**config.mk**
```make
export PLATFORM = sky130hd
export DESIGN_NAME = user_count_bank
export DESIGN_NICKNAME = d
export VERILOG_FILES = /design/src/rtl/user_count_pkg.sv /design/src/rtl/user_count_ch.sv /design/src/rtl/user_count_bank.sv
export SDC_FILE = /design/constraint.sdc
export NUM_CORES = 1
export LEC_CHECK = 0
export ABC_AREA = 1
export ABC_CLOCK_PERIOD_IN_PS = 1800
export BUFFER_PORTS_ARGS = -buffer_cell sky130_fd_sc_hd__buf_2
export CAP_MARGIN = 5
export CORE_UTILIZATION = 59
export CTS_BUF_LIST = sky130_fd_sc_hd__clkbuf_16
export DETAILED_ROUTE_END_ITERATION = 10
export GPL_ROUTABILITY_DRIVEN = 0
export MAX_ROUTING_LAYER = met4
export PLACE_DENSITY = 0.89
export SLEW_MARGIN = 30
export SYNTH_ARGS = -nofsm -noshare
export SYNTH_HDL_FRONTEND = slang
export SYNTH_HIERARCHICAL = 1
export SYNTH_SLANG_ARGS = --single-unit
export TNS_END_PERCENT = 100
```
**constraint.sdc**
```tcl
create_clock -name Clk100M -period 1.8 [get_ports Clk100M]
set_input_delay 0.18 -clock Clk100M [delete_from_list [all_inputs] [get_ports Clk100M]]
set_output_delay 0.18 -clock Clk100M [all_outputs]
set_load 0.02 [all_outputs]
```
**src/rtl/user_count_pkg.sv**
```systemverilog
// Shared types for the user event counter bank.
// Run-control state encoding and counter range helper.
package user_count_pkg;

  typedef enum logic [1:0] {
    IDLE = 2'b00,
    RUN  = 2'b01,
    HOLD = 2'b10
  } state_t;

  function automatic logic [31:0] cnt_max(input int w);
    return (w >= 32) ? 32'hFFFF_FFFF : ((32'd1 << w) - 32'd1);
  endfunction

endpackage

```
**src/rtl/user_count_ch.sv**
```systemverilog
// One up/down event counter channel with optional
// edge qualification, wrap/saturate and sticky flags.
module user_count_ch
  import user_count_pkg::*;
#(
  parameter int WIDTH     = 8,
  parameter int SATURATE  = 0,
  parameter int EDGE_MODE = 1
) (
  input  logic             Clk100M,
  input  logic             rst_n,
  input  logic             clr,
  input  logic             en,
  input  logic             up,
  input  logic             down,
  output logic [WIDTH-1:0] count,
  output logic             ovf,
  output logic             unf
);

  localparam logic [WIDTH-1:0] CNT_MAX = WIDTH'(cnt_max(WIDTH));
  localparam logic [WIDTH-1:0] ONE     = WIDTH'(1);

  logic up_q;
  logic down_q;
  logic up_ev;
  logic down_ev;

  assign up_ev   = (EDGE_MODE != 0) ? (up & ~up_q) : up;
  assign down_ev = (EDGE_MODE != 0) ? (down & ~down_q) : down;

  // history follows inputs in every state so stale levels never count
  always_ff @(posedge Clk100M or negedge rst_n) begin
    if (!rst_n) begin
      up_q   <= 1'b0;
      down_q <= 1'b0;
      count  <= '0;
      ovf    <= 1'b0;
      unf    <= 1'b0;
    end else begin
      up_q   <= up;
      down_q <= down;
      if (clr) begin
        count <= '0;
        ovf   <= 1'b0;
        unf   <= 1'b0;
      end else if (en) begin
        if (up_ev && !down_ev) begin
          if (count == CNT_MAX) begin
            ovf <= 1'b1;
            if (SATURATE == 0) count <= '0;
          end else begin
            count <= count + ONE;
          end
        end else if (down_ev && !up_ev) begin
          if (count == '0) begin
            unf <= 1'b1;
            if (SATURATE == 0) count <= CNT_MAX;
          end else begin
            count <= count - ONE;
          end
        end
      end
    end
  end

endmodule

```
**src/rtl/user_count_bank.sv**
```systemverilog
// Bank of NUM_CH up/down event counters under a
// shared start/stop run-control FSM.
module user_count_bank
  import user_count_pkg::*;
#(
  parameter int NUM_CH    = 4,
  parameter int WIDTH     = 8,
  parameter int SATURATE  = 0,
  parameter int EDGE_MODE = 1
) (
  input  logic                    Clk100M,
  input  logic                    rst_n,
  input  logic                    start,
  input  logic                    stop,
  input  logic [NUM_CH-1:0]       up,
  input  logic [NUM_CH-1:0]       down,
  output logic                    running,
  output logic [NUM_CH*WIDTH-1:0] count,
  output logic [NUM_CH-1:0]       ovf,
  output logic [NUM_CH-1:0]       unf
);

  state_t state_q;
  state_t state_d;
  logic   en;

  always_ff @(posedge Clk100M or negedge rst_n) begin
    if (!rst_n) state_q <= IDLE;
    else        state_q <= state_d;
  end

  always_comb begin
    state_d = state_q;
    case (state_q)
      IDLE:    if (start) state_d = RUN;
      RUN:     if (start) state_d = RUN;
               else if (stop) state_d = HOLD;
      HOLD:    if (start) state_d = RUN;
      default: state_d = IDLE;
    endcase
  end

  assign running = (state_q == RUN);

  // events coincident with start or stop are dropped
  assign en = running & ~start & ~stop;

  for (genvar i = 0; i < NUM_CH; i++) begin : g_ch
    user_count_ch #(
      .WIDTH    (WIDTH),
      .SATURATE (SATURATE),
      .EDGE_MODE(EDGE_MODE)
    ) u_ch (
      .Clk100M(Clk100M),
      .rst_n  (rst_n),
      .clr    (start),
      .en     (en),
      .up     (up[i]),
      .down   (down[i]),
      .count  (count[i*WIDTH +: WIDTH]),
      .ovf    (ovf[i]),
      .unf    (unf[i])
    );
  end

endmodule
```
==> impl_metrics.toml, run 1 <==
[outcome]
outcome = "complete, but fails checks"
violations = "DRC"

[floorplanning]
fp.dieW_um = 84.24
rows = 29
die-area_sq_um = 7096
ios = 53
start_util_pct = 62.13
core_sq_um = 6422
die_h_um = 84.24

[sta]
hold_viol_final = 0
worst_pin_slew_ns = 0.3679
setup_tns_ns = 0
fmax_mhz = 596.7
skew_ns = 0.006666
period_needed_ns = 1.676
slew_headroom_pct = 75.47
rsz0062_at_grt = "no"
fin_ws_ns = 0.1242
slew_violations = 0
period_share_pct = 93.10
finalHoldWorstSlack_ns = 0.02723
report.final.setup_viol = 0

[power]
switchingPower_uw = 2365
power_leakage_uw = 0.002475
swShare_pct = 47.34
p_int_uw = 2631
p_per_area_nw_per_um2 = 1127
seqPwrFrac_pct = 35.7
p_clk_share_pct = 17.9
vdd_ir_drop_max_mv = 0.5926
combPwrFrac_pct = 46.3

[route]
via_per_inst = 5.681
dr.pass1.iters = 8
num_vias = 4062
drc = 8
wl_per_cell_um = 12.89
drtIter0Drc = 353
drt_wl_total_um = 9215
postRouteAntennaNets = 0

[job]
cap_violations = 0

[critical_path]
cp_max_fo = 12
crit_arrival_ns = 1.85
start_kind = "register"
path_cells = "nor2_2 -> nand2_1 -> inv_1 -> or2_1 -> nand2_1 -> nand2_2 -> nand3_1 -> o21ai_1 -> inv_1"
endpoint_kind = "register"
critPathRequiredTime_ns = 1.98
rr_worst_depth = 9
critPathMaxStageDelay_ns = 0.42
critical_path.slowest_cell = "dfrtp_1"
path_class = "register to register"

[placement]
dp_hpwl_um = 7001
place_inst = 706
placed_area_sq_um = 4277
post-place-ws_ns = 0.02307
portBuffers = 52

[global_routing]
antenna_found_initial = 0
grt.busiest_layer = "met2"
grt.met2_usage_pct = 46.20
grt_pass1_vias = 3656
overflow = 0
grt_use_total_pct = 28.29
grt_max_degree = 51
use_met1_pct = 36.32
met3_usage_pct = 2.655
grt_first_pass_wirelength_um = 16130

[synth]
yosys-top-cells-area = "dfrtp_1 31%, nand2_1 15%, inv_1 8.2%"
synth.avg_cell_area_sq_um = 6.809
synth-main-ff-cell = "dfrtp_1"
yosysMostFrequentCell = "nand2_1"
ys.warnings.count = 6
synth_cell_types = 28
synth_top_area_cell = "dfrtp_1"
synthTopCellsByCount = "159 x nand2_1, 87 x inv_1, 55 x nand3_1"
syn_nets = 610
synth_area_sq_um = 3990
async_reset_ff_share_pct = 100.0
synthCells = 586
ys_ff_latch = 50
yosysTopAreaCellShare_pct = 31.36
synth_edf_count = 0
yosysSeqAreaShare_pct = 31.36

[layout]
nFillCells = 525
nNetsFinal = 661
drive_gt1_share_pct = 21.63
antenna_cells = 0
instances_no_fill = 715
final_cell_area_sq_um = 4432
syn_to_final_growth_pct = 11.07

[cts]
clkSlewWorstSetupHoldPaths_ns = 0.07
clockBufferDepth = 2
clock_sinks = 50
cts_buffers = 5
h-tree-depth = 2
cts_tree = "built"
clkLatencyLatePin_ns = 0.28
clockRootBuffer = "clkbuf_16"

[worst_hold_path]
whs_path_depth = 1
hp-class = "primary input to register"
[per-layer routing]
layer / up-vias / share of wire, %
met5: - / 0
met4: 0 / 2.2
met3: 26 / 7.4
met2: 191 / 47
met1: 1860 / 43
li1: 1985 / -
[through the flow]
step | power [uW] | util, %
after CTS | 4979 | 68.89
after floorplan | 3528 | -
after global placement | 3983 | 66.59
after detailed placement | 4075 | 66.59
after global routing | 5402 | 69.00
final | 4997 | 69.00
[flip-flops by register name (all words and copies together) (netlist names)]
register	count
state_q	2
g_ch.u_ch/unf	4
g_ch.u_ch/ovf	4
g_ch.u_ch/up_q	4
g_ch.u_ch/count	32
g_ch.u_ch/down_q	4
[final timing paths]
kind / start / endpoint / slack, ns
max in group asynchronous: rst_n / g_ch[3].u_ch/count[7] / 1.16
min in group asynchronous: rst_n / g_ch[1].u_ch/count[1] / 0.40
worst max-delay path: state_q[1] / g_ch[0].u_ch/count[2] / 0.12
worst min register to register: g_ch[1].u_ch/ovf / g_ch[1].u_ch/ovf / 0.48
worst min-delay path: down[1] / g_ch[1].u_ch/down_q / 0.03
worst max register to register: state_q[1] / g_ch[0].u_ch/count[2] / 0.12
[logic make-up (layout without fill, tap and decap cells)]
logic type,after synthesis,after routing,synth area share [%]
buffers and inverters,118,170,12.61
adder cells (fa/ha/maj),12,12,3.763
AO/OA/AOI/OAI,55,55,7.463
AND/OR/NAND/NOR,340,340,42.40
flip-flops,50,50,31.36
XOR/XNOR,11,11,2.414
[power by group through the flow]
stage / sequential [uW] / combinational, uW / clock [uW]
after global routing: 1830 / 2610 / 968
after global placement: 1780 / 2200 / 0
final: 1790 / 2310 / 897
after floorplan: 1860 / 1670 / 0
after detailed placement: 1800 / 2280 / 0
after CTS: 1780 / 2290 / 911
[critical path, delay by kind of cell, from the launching register on]
kind	cells	cell delay [ns]
buf+inv	2	0.25
flops	1	0.42
simple gates	6	0.78
compound gates	1	0.11
[what timing repair did]
action,CTS,global route
hold buffers,1,0
endpoints found under the hold margin,50,0
setup buffers,0,0
endpoints found under the setup margin,0,23
gates resized for setup,0,4
[final cells by class]
class                   instances  area (sq um)  area share [%]
clock buffers                   5         125.1           2.823
clock inverters                 3         12.51          0.2823
inverters                     106         397.9           8.978
multi-input cells             418          2243           50.62
flip-flops and latches         50          1251           28.23
well taps                      77         96.34           2.174
repair buffers                 56         305.3           6.889
[cell usage in the layout, fill, tap and decap left out, drive strengths merged]
master         n
or2            4
buf           55
o21ai         35
nand2        171
nand3b         2
nand4         34
ha            12
xor2          11
a21oi          8
a31oi          3
o211ai         4
a41oi          1
nor2          54
nand3         71
dlygate4sd3    1
inv          106
o22ai          4
clkinv         3
clkbuf         5
dfrtp         50
nor3           4
(Power assumes the default switching activity.)
==> run 2, diff against run 1 <==
--- a/config.mk
+++ b/config.mk
@@ -5,16 +5,15 @@
 export SDC_FILE = /design/constraint.sdc
 export NUM_CORES = 1
 export LEC_CHECK = 0
-export ABC_AREA = 1
-export ABC_CLOCK_PERIOD_IN_PS = 1800
+export ABC_CLOCK_PERIOD_IN_PS = 2050
 export BUFFER_PORTS_ARGS = -buffer_cell sky130_fd_sc_hd__buf_2
 export CAP_MARGIN = 5
-export CORE_UTILIZATION = 59
+export CORE_UTILIZATION = 63
 export CTS_BUF_LIST = sky130_fd_sc_hd__clkbuf_16
 export DETAILED_ROUTE_END_ITERATION = 10
 export GPL_ROUTABILITY_DRIVEN = 0
 export MAX_ROUTING_LAYER = met4
-export PLACE_DENSITY = 0.89
+export PLACE_DENSITY = 0.94
 export SLEW_MARGIN = 30
 export SYNTH_ARGS = -nofsm -noshare
 export SYNTH_HDL_FRONTEND = slang
==> constraint.sdc (replaced) <==
create_clock -name Clk100M -period 2.05 [get_ports Clk100M]
set_input_delay 0.205 -clock Clk100M [delete_from_list [all_inputs] [get_ports Clk100M]]
set_output_delay 0.205 -clock Clk100M [all_outputs]
set_load 0.02 [all_outputs]
==> run 2 against run 1 <==
Against the previous run:
- the run now ends clean
- wire length increased by 5.6%
- global-route usage up 4.8 points
- first-iteration DRC count up 40%
- die area fell by 11%
- power shrank 41%
- setup slack improved by 0.028 ns
- hold slack better by 0.0073 ns
- sequential cell count is the same
- largest power group is now sequential cells
- register-to-register slack better by 0.03 ns
- cell count shrank 21%
- synthesized area down 5.2%
- fmax down 12%
==> impl_metrics.toml, run 2 <==
[route]
dr.pass1.iters = 7
num_vias = 3829
wl_per_cell_um = 17.22
drt_wl_total_um = 9732
drc = 0
via_per_inst = 6.777
postRouteAntennaNets = 0
drtIter0Drc = 494

[critical_path]
start_kind = "register"
r2r-start = "g_ch[0].u_ch/count[1]"
setup.worst_path.start = "g_ch[0].u_ch/count[1]"
critical_path.slowest_cell = "dfrtp_1"
ff2ff_setup_slack_ns = 0.15
critPathMaxStageDelay_ns = 0.48
crit_arrival_ns = 2.09
path_cells = "ha_1 -> and3_1 -> a311oi_1 -> a21oi_1 -> o221ai_1"
endpoint_kind = "register"
cp_max_fo = 9
critPathRequiredTime_ns = 2.25
path_class = "register to register"

[floorplanning]
die_h_um = 79.47
core_sq_um = 5642
ios = 53
die-area_sq_um = 6315
start_util_pct = 67.02
rows = 27
fp.dieW_um = 79.47

[sta]
finalHoldWorstSlack_ns = 0.03453
fmax_mhz = 526.9
rsz0062_at_grt = "no"
slew_headroom_pct = 57.79
skew_ns = 0.003789
setup_tns_ns = 0
hold_viol_final = 0
slew_violations = 0
worst_pin_slew_ns = 0.6331
report.final.setup_viol = 0
period_needed_ns = 1.898
period_share_pct = 92.59

[synth]
synth_top_area_cell = "dfrtp_1"
yosysTopAreaCellShare_pct = 33.09
synth_cell_types = 63
ys.warnings.count = 6
synthTopCellsByCount = "50 x dfrtp_1, 43 x nor2_1, 40 x nand2_1"
ys_ff_latch = 50
yosysSeqAreaShare_pct = 33.09
synth_area_sq_um = 3781
syn_nets = 480
synthCells = 456
synth.avg_cell_area_sq_um = 8.292
yosysMostFrequentCell = "dfrtp_1"
synth-main-ff-cell = "dfrtp_1"
async_reset_ff_share_pct = 100.0
synth_edf_count = 0
yosys-top-cells-area = "dfrtp_1 33%, a21oi_1 5.2%, nor2_1 4.3%"

[cts]
cts_tree = "built"
clockRootBuffer = "clkbuf_16"
clock_sinks = 50
clockBufferDepth = 2
clkSlewWorstSetupHoldPaths_ns = 0.07
clkLatencyLatePin_ns = 0.29
h-tree-depth = 2
post_cts_buffers = 0
cts_buffers = 5

[layout]
nNetsFinal = 516
syn_to_final_growth_pct = 11.68
nFillCells = 412
final_cell_mix = "52 x buf_2, 46 x dfrtp_1, 43 x nor2_1, 40 x nand2_1, 39 x a21oi_1"
drive_gt1_share_pct = 20.08
area.sequential_sq_um = 1256
final_util_pct = 74.85
final_common_cell = "buf_2"
antenna_cells = 0
largest_reg_flops = 32
largest-register = "g_ch.u_ch/count"
multi_input_area_sq_um = 2276

[job]
cap_violations = 0

[power]
p_per_area_nw_per_um2 = 702.9
power_leakage_uw = 0.001779
vdd_ir_drop_max_mv = 0.4200

[placement]
portBuffers = 52
dp_hpwl_um = 6590

[global_routing]
grt_pass1_vias = 3538
grt_max_degree = 62
overflow = 0
grt_first_pass_wirelength_um = 16230
grt_use_total_pct = 33.08
antenna_found_initial = 0

[worst_hold_path]
hp-class = "primary input to register"
holdCritStartpoint = "up[1]"

[outcome]
outcome = "finished clean"
## run 2: what timing repair did
item / in CTS / in global routing
hold endpoints to repair: 25 / 0
resized for setup: 0 / 4
setup endpoints to repair: 0 / 3
hold buffers: 1 / 0
## run 2: logic make-up (layout without fill, tap and decap cells)
family	count (synthesis)	in the layout	share of synthesized area, %
adders and majority gates	12	12	3.971
and+or+nand+nor	194	194	29.12
buffers and inverters	53	90	6.883
AOI/OAI and AO/OA	133	133	23.66
muxes	1	1	0.2647
xor gates and xnor gates	13	13	3.011
DFF	50	50	33.09
## run 2: final timing paths
check | to | depth (start not counted)
max | g_ch[0].u_ch/count[5] | 5
min | g_ch[1].u_ch/up_q | 1
max reg2reg | g_ch[0].u_ch/count[5] | 5
min reg2reg | g_ch[1].u_ch/ovf | 2
max in group asynchronous | g_ch[1].u_ch/count[0] | 3
min in group asynchronous | g_ch[0].u_ch/count[2] | 2
## run 2: through the flow
step	setup WS [ns]	total power, uW	instances	cell area [sq um]
final	0.1519	2968	565	4223
after global placement	0.2385	1988	556	4043
after CTS	0.1324	2968	565	4218
after detailed placement	0.1507	2022	556	4043
after floorplan	0.05270	1814	456	3787
after global routing	0.009206	3125	565	4223
## run 2: report_power, final
| group | internal [uW] | switching, uW |
|---|---|---|
| Clock | 571 | 358 |
| Combinational | 350 | 493 |
| Sequential | 1050 | 146 |
## run 2: cell type report
class	count	share of cell area, %
clock buffers	5	2.963
inverters	24	2.133
well taps	72	2.133
flip-flops and latches	50	29.75
repair buffers	58	8.178
clock inverters	3	0.9481
multi-input cells	353	53.90
## run 2: worst max-delay path: cells and delay by family (launching register included)
family                   cells  cell delay (ns)
AO/OA/AOI/OAI                3             0.79
adder cells (fa/ha/maj)      1             0.29
flip-flops                   1             0.48
AND/OR/NAND/NOR              1             0.24
## run 2: routing by layer
metal,up-vias,track usage [%],share of wire (%)
met3,60,5.943,7.6
met1,1782,42.05,41
met5,-,-,0
met4,0,14.73,3.4
li1,1745,-,-
met2,242,51.54,48
